--- src/rtl/matrix_fetch_ctrl.sv ---
// Operand fetch sequencer: streams W then X from a fixed-latency, non-pipelined memory
// into the operand buffers, one outstanding read at a time.
module matrix_fetch_ctrl #(
    parameter int unsigned N              = 4,
    parameter int unsigned DATA_WIDTH     = 16,
    parameter int unsigned BANKING_FACTOR = 1,
    parameter int unsigned ADDRESS_WIDTH  = 13,
    parameter logic [ADDRESS_WIDTH-1:0] BASE_ADDR_W = 13'h0000,
    parameter logic [ADDRESS_WIDTH-1:0] BASE_ADDR_X = 13'h1000,
    parameter int unsigned MEM_LATENCY    = 2,
    localparam int unsigned IDX_W         = (N * N > 1) ? $clog2(N * N) : 1,
    localparam int unsigned WORD_W        = DATA_WIDTH * BANKING_FACTOR
) (
    input  logic                     clk,
    input  logic                     rst,
    input  logic                     start,
    input  logic                     w_en,
    input  logic                     x_en,
    output logic                     busy,
    output logic                     done,
    output logic                     mem_read_en,
    output logic [ADDRESS_WIDTH-1:0] mem_req_addr,
    output logic                     mem_write_en,
    output logic [WORD_W-1:0]        mem_req_data,
    input  logic [WORD_W-1:0]        mem_resp_data,
    output logic                     buf_wr_en,
    output logic                     buf_sel,
    output logic [IDX_W-1:0]         buf_wr_idx,
    output logic [WORD_W-1:0]        buf_wr_data
);

    localparam int unsigned BEATS  = N * N / BANKING_FACTOR;
    localparam int unsigned BEAT_W = (BEATS > 1) ? $clog2(BEATS) : 1;
    localparam int unsigned LAT_W  = (MEM_LATENCY > 1) ? $clog2(MEM_LATENCY) : 1;
    localparam int unsigned STRIDE = BANKING_FACTOR * DATA_WIDTH / 8;
    localparam logic [BEAT_W-1:0] LAST_BEAT = BEAT_W'(BEATS - 1);
    localparam logic [LAT_W-1:0]  LAST_LAT  = LAT_W'(MEM_LATENCY - 1);

    typedef enum logic [2:0] {StIdle, StIssue, StWait, StCapture, StDone} state_e;

    state_e              state_q, state_d;
    logic [BEAT_W-1:0]   beat_q, beat_d;
    logic [LAT_W-1:0]    lat_q, lat_d;
    logic                sel_q, sel_d;
    logic                x_q, x_d;

    logic [ADDRESS_WIDTH-1:0] base_addr;
    logic [ADDRESS_WIDTH-1:0] beat_addr;
    logic [IDX_W-1:0]         beat_idx;

    assign base_addr    = sel_q ? BASE_ADDR_X : BASE_ADDR_W;
    assign beat_addr    = base_addr + ADDRESS_WIDTH'(32'(beat_q) * STRIDE);
    assign beat_idx     = IDX_W'(32'(beat_q) * BANKING_FACTOR);
    assign mem_write_en = 1'b0;
    assign mem_req_data = '0;

    always_ff @(posedge clk) begin
        if (rst) begin
            state_q <= StIdle;
            beat_q  <= '0;
            lat_q   <= '0;
            sel_q   <= 1'b0;
            x_q     <= 1'b0;
        end else begin
            state_q <= state_d;
            beat_q  <= beat_d;
            lat_q   <= lat_d;
            sel_q   <= sel_d;
            x_q     <= x_d;
        end
    end

    always_comb begin
        state_d      = state_q;
        beat_d       = beat_q;
        lat_d        = lat_q;
        sel_d        = sel_q;
        x_d          = x_q;
        busy         = 1'b0;
        done         = 1'b0;
        mem_read_en  = 1'b0;
        mem_req_addr = '0;
        buf_wr_en    = 1'b0;
        buf_sel      = 1'b0;
        buf_wr_idx   = '0;
        buf_wr_data  = '0;

        unique case (state_q)
            StIdle: begin
                if (start) begin
                    if (w_en || x_en) begin
                        x_d     = x_en;
                        sel_d   = ~w_en;
                        beat_d  = '0;
                        state_d = StIssue;
                    end else begin
                        state_d = StDone;
                    end
                end
            end
            StIssue: begin
                busy         = 1'b1;
                mem_read_en  = 1'b1;
                mem_req_addr = beat_addr;
                lat_d        = '0;
                state_d      = (MEM_LATENCY == 0) ? StCapture : StWait;
            end
            StWait: begin
                busy = 1'b1;
                if (lat_q == LAST_LAT) begin
                    state_d = StCapture;
                end else begin
                    lat_d = lat_q + 1'b1;
                end
            end
            StCapture: begin
                busy        = 1'b1;
                buf_wr_en   = 1'b1;
                buf_sel     = sel_q;
                buf_wr_idx  = beat_idx;
                buf_wr_data = mem_resp_data;
                if (beat_q != LAST_BEAT) begin
                    beat_d  = beat_q + 1'b1;
                    state_d = StIssue;
                end else if (!sel_q && x_q) begin
                    // W finished, roll straight into X
                    sel_d   = 1'b1;
                    beat_d  = '0;
                    state_d = StIssue;
                end else begin
                    state_d = StDone;
                end
            end
            StDone: begin
                busy    = 1'b1;
                done    = 1'b1;
                state_d = StIdle;
            end
            default: state_d = StIdle;
        endcase
    end

endmodule

--- config.mk ---
export PLATFORM = sky130hd
export DESIGN_NAME = matrix_fetch_ctrl
export DESIGN_NICKNAME = d
export VERILOG_FILES = /design/src/rtl/matrix_fetch_ctrl.sv
export SDC_FILE = /design/constraint.sdc
export NUM_CORES = 1
export LEC_CHECK = 0
export ABC_CLOCK_PERIOD_IN_PS = 3600
export CORE_MARGIN = 5
export CORE_UTILIZATION = 35
export DETAILED_ROUTE_END_ITERATION = 10
export PLACE_DENSITY = 0.87
export SLEW_MARGIN = 20
export SYNTH_ARGS = -nofsm -noshare
export SYNTH_HDL_FRONTEND = slang
export SYNTH_SLANG_ARGS = --single-unit
--- constraint.sdc ---
create_clock -name clk -period 3.6 [get_ports clk]
set_input_delay 0.9 -clock clk [delete_from_list [all_inputs] [get_ports clk]]
set_output_delay 0.9 -clock clk [all_outputs]
set_load 0.01 [all_outputs]
**Yosys cells after proc, flatten, opt, wreduce, memory -nomap -nowiden**

Index checks and enable logic that the tools add are counted.

- Input bits: 21
- Memories: 0
- Flip-flop bits (word level): 10
- Memory bits (writable): 0
- Latch bits: 0
- Logic and storage cells: 58
- Memory bits (read-only): 0
- Output and inout port bits: 55

- Divide/modulo/power cells: 0
- Mux-type cells: 27
- Shifts and indexed selects: 0
- Multipliers: 0
- $lt $le $gt $ge: 0
- Bitwise gates (word level): 1
- Equality and inequality tests: 11
- Reduce and logical (&&, ||, !) cells: 11
- Add/sub/neg operators: 3

Operators by type and width:

| operator | count |
|---|---|
| two-way mux 13 bit | 2 |
| two-way mux 4 bit | 5 |
| two-way mux 16 bit | 1 |
| two-way mux 3 bit | 5 |
| adder 13 x 5 -> 13 bit | 1 |
| one-hot mux 3 bit (4 select lines) | 1 |
| two-way mux 1 bit | 10 |
| inequality test 2 bit (second input constant) | 5 |
| one-hot mux 4 bit (2 select lines) | 1 |
| equality test 3 x 2 -> 1 bit (second input constant) | 2 |
| AND reduction 5 bit | 1 |
| adder 4 x 1 -> 4 bit (second input constant) | 1 |
| inequality test 4 bit (second input constant) | 1 |
| one-hot mux 1 bit (2 select lines) | 2 |
| AND reduction 4 bit | 1 |
| nonzero test 2 bit | 2 |
| OR reduction 4 bit | 1 |
| equality test 3 x 1 -> 1 bit (second input constant) | 1 |
| equality test 3 bit (second input constant) | 1 |
| logical NOT 3 bit | 1 |
| inequality test 3 bit (second input constant) | 1 |
| AND reduction 3 bit | 1 |
| AND reduction 2 bit | 1 |
| adder 1 bit (second input constant) | 1 |
| 4 further kinds | 4 |

**Logic depth before layout (Yosys ltp)**

- Depth in word-level cells: 5
- Gate-level depth with buffers: 4
- Depth with buffers taken out: 4

**Worst setup path before layout**

No wires, ideal clock.

- Kind: register to output
- Start: reg state_q[0]
- End: out mem_req_addr[12]
- Slack: 1.453 ns
- Required time: 2.700 ns
- Buffers on the path: 1
- Arrival: 1.247 ns
- Stages on the path, launching flop included: 4
- Path through: dfxtp_1 buf_2 nor3b_1 and2_1

- Word-level cells in the longest chain between the ends: 2

RTL lines:

| element | RTL line | text |
|---|---|---|
| start: declaration | 41 | `state_e state_q, state_d;` |
| start signal: assignment | 59 | `state_q <= StIdle;` |
| start signal: assignment | 65 | `state_q <= state_d;` |
| equality test 3 x 1 -> 1 bit | 88 | `unique case (state_q)` |
| two-way mux 13 bit | 88 |  |
| end: declaration | 22 | `output logic [ADDRESS_WIDTH-1:0] mem_req_addr,` |

Every way passes these cells.

**Final worst setup path**

- Start: reg state_q[1]
- End: out buf_wr_data[8]

- Word-level cells in the longest chain between the ends: 2

RTL lines:

| element | RTL line | text |
|---|---|---|
| equality test 3 x 2 -> 1 bit | 88 |  |
| two-way mux 16 bit | 88 |  |
| end: declaration | 29 | `output logic [WORD_W-1:0] buf_wr_data` |

Every way passes these cells.

==> summary.md <==
| Metric | Value |
|---|---|
| Post-synthesis sequential area ratio | 0.216 |
| Inst Count DP | between 150 and 200 |
| Longest Clk Path Bufs | 2 |
| Latest clock arrival within the worst-skew pair | 0.27 ns |
| Prevailing post-synth register cell | dfxtp_1 |
| Die area | 3780 µm² |
| Crit path time final | ~3.2 ns |
| Synth top area share | 0.216 |
| Post-CTS Resized | 0 |
| Reg2reg end | beat_q[1] |
| GRT Util Overall | 0.128 |
| Crit. End Element | output port |
| Global-route wire length before repair | between 3000 and 4000 µm |
| Psw | about 110 µW |
| Mean Syn Cell Area | 7.73 µm² |
| Clock Sinks | 10 |
| Die height | 61.5 µm |
| Die width | approximately 60 µm |
| Area leader, netlist | dfxtp_1 |
| FP Rows | 18 |
| Fill cells | 246 |
| FMAX | 0.310 GHz |
| Static Leak | between 0.0005 and 0.0006 µW |
| Clock root buffer | clkbuf_4 |
| Multi-input gate area | 594 µm² |
| Slew Limit Headroom | 0.587 |
| Final WL | 2530 µm |
| CP Max Fanout | 25 |
| Setup WS pre-CTS | ~0.68 ns |
| CTS buffer count | 3 |
| First-iteration detailed-routing DRC count | 24 |
| Vias in the first global route | 828 |
| Peak supply drop | around 160 µV |
| Final setup TNS | 0 ns |
| RSZ-0062 raised after global routing | no |
| Fin nets | 190 |
| Final Setup Violations | 0 |
| Post-route ant nets | 0 |
| Hold Path Depth | 1 |
| CP arrival | 2.32 ns |
| Area delta synth->final | 47.0% |
| Post-DP HPWL | 2000 µm |
| Layout cells sized above 1 | 0.0482 |
| CTS tree | built |
| Starting Density | 0.371 |
| Status | finished, final reports clean |
| Post-CTS Setup Inserts | 0 |
| R2r worst-path depth | 3 |
| R2R Setup Slk | between 1.5 and 2 ns |
| Yosys reg bits | 10 |
| Commonest cells post-synth | and2_1, buf_4, dfxtp_1 |
| Via-per-instance ratio | roughly 4.8 |
| Hold Vio Cnt, Final | 0 |
| Worst Clk Skew | roughly 0.0064 ns |
| Initial antenna violation count | 0 |
| Hold EP | x_q |
| Net Sw Frac | 0.337 |
| Synthesized area | around 930 µm² |
| Most common cell in the netlist | and2_1 |
| Clk slew on worst S/H paths | 0.07 ns |
| YS warnings | 0 |
| Synth area leaders | dfxtp_1, buf_4, and2_1 |
| CP Launch Type | register |
| Combinational power share | 0.356 |
| Pwr Density | roughly 250 nW/µm² |
| Critical Path RT | 2.70 ns |
| Clock power share | 0.228 |
| PnR Total Power | between 300 and 400 µW |
| Storage cell area | around 200 µm² |
| Post-synth EDFFs | 0 |
| Worst Hold Class | register to register |
| Diodes inserted | 0 |
| TritonRoute pass-1 iters | 4 |
| Period utilization | 0.895 |
| Yosys cell types | 36 |
| FFs w/ async S/R, synth | 0 |
| CTS Hold Buffers Added | 0 |
| Largest net degree at the start of global routing | 26 |
| PnR worst setup slack | 0.377 ns |
| DR vias | roughly 950 |
| Htree depth | 1 |
| RD Place Congestion | about 0.96 |
| Critical path class | register to output port |
| Non-Filler Instances | 196 |
| Top Ports | 76 |
| Slew @ Worst Pin | 0.620 ns |
| Remaining Overflow, GRT | 0 |
| I/O Buffers | 50 |
| Reg2Reg Launch Point | state_q[1] |
| Slew Viols, Final | 0 |
| DRC viols | 0 |
| Min-Delay Startpoint | x_q |
| Sequential Power Share | 0.416 |
| WL/cell | between 10 and 15 µm |
| Core area | 2500 µm² |
| Max cap viols | 0 |
| Cells after Synth | 120 |
| Internal | 225 µW |
power by group through the flow:
stage | Sequential [µW] | Combinational [µW] | Clock (µW)
2_1_floorplan | 129 | 97.6 | 0
3_3_place_gp | 140 | 117 | 0
3_5_place_dp | 142 | 120 | 0
4_1_cts | 140 | 121 | 77.7
5_1_grt | 142 | 132 | 84.3
6_report | 141 | 121 | 77.3
worst max path at each step:
stage	from	to	slack, ns	cells after the start
2_1_floorplan	state_q[0]	mem_req_addr[12]	1.45	3
5_1_grt	state_q[1]	buf_sel	0.22	3
3_3_place_gp	mem_resp_data[8]	buf_wr_data[8]	0.71	3
3_5_place_dp	mem_resp_data[5]	buf_wr_data[5]	0.68	3
4_1_cts	state_q[1]	buf_wr_data[8]	0.41	3
6_report	state_q[1]	buf_wr_data[8]	0.38	3
registers in the layout, indices dropped and copies added, names as in the netlist:
name,cells
x_q,1
state_q,3
sel_q,1
lat_q,1
beat_q,4
cell families (layout without fill, tap and decap cells):
kind of cell / after synthesis / in the layout / synth area share
AOI/OAI and AO/OA: 17 / 17 / 0.132
xor gates and xnor gates: 3 / 3 / 0.0283
adders and majority gates: 1 / 1 / 0.0135
buffers and inverters: 33 / 55 / 0.240
DFF: 10 / 10 / 0.216
muxes: 1 / 1 / 0.0121
other: 1 / 25 / 0.00404
and+or+nand+nor: 54 / 54 / 0.354
worst max-delay path, cell delays in order (launching register included):
cell and delay [ns]:
dfxtp_1 0.64, and3b_1 0.65, and2_1 0.23, clkdlybuf4s50_1 0.54
cell type report:
type | instances | area share
clock buffer | 3 | 0.0165
inverter | 2 | 0.00551
multi-input combinational | 101 | 0.436
sequential | 10 | 0.147
tap | 30 | 0.0275
timing repair buffer | 50 | 0.367
layout by cell type, fill, tap and decap left out, drive strengths merged, types with 2 or more instances in the layout:
master and count:
o32ai 3, o21ai 3, nand3 2, dfxtp 10, nor2b 2, nor2 4, and2 27, clkbuf 3
clkdlybuf4s50 50, conb 25, nor3 3, nand4 3, xnor2 2, or2 2, inv 2, nand2 4
a21oi 3, and3 2
stage by stage:
stage / instance area (µm²) / hold WS (ns) / util
floorplan: 1020 / 0.455 / -
global placement: 1340 / 0.473 / 0.536
detailed placement: 1340 / 0.482 / 0.536
CTS: 1360 / 0.495 / 0.545
global route: 1360 / 0.511 / 0.545
finish: 1360 / 0.491 / 0.545
metal layers:
metal  vias to the layer above  track usage  wire [µm]
met4                         0       0.0848         91
met5                         -            0          0
met1                       428        0.135        909
met2                        55        0.221       1250
met3                        12       0.0377        283
li1                        450            -          -
Power figures use the tool's default switching activity.
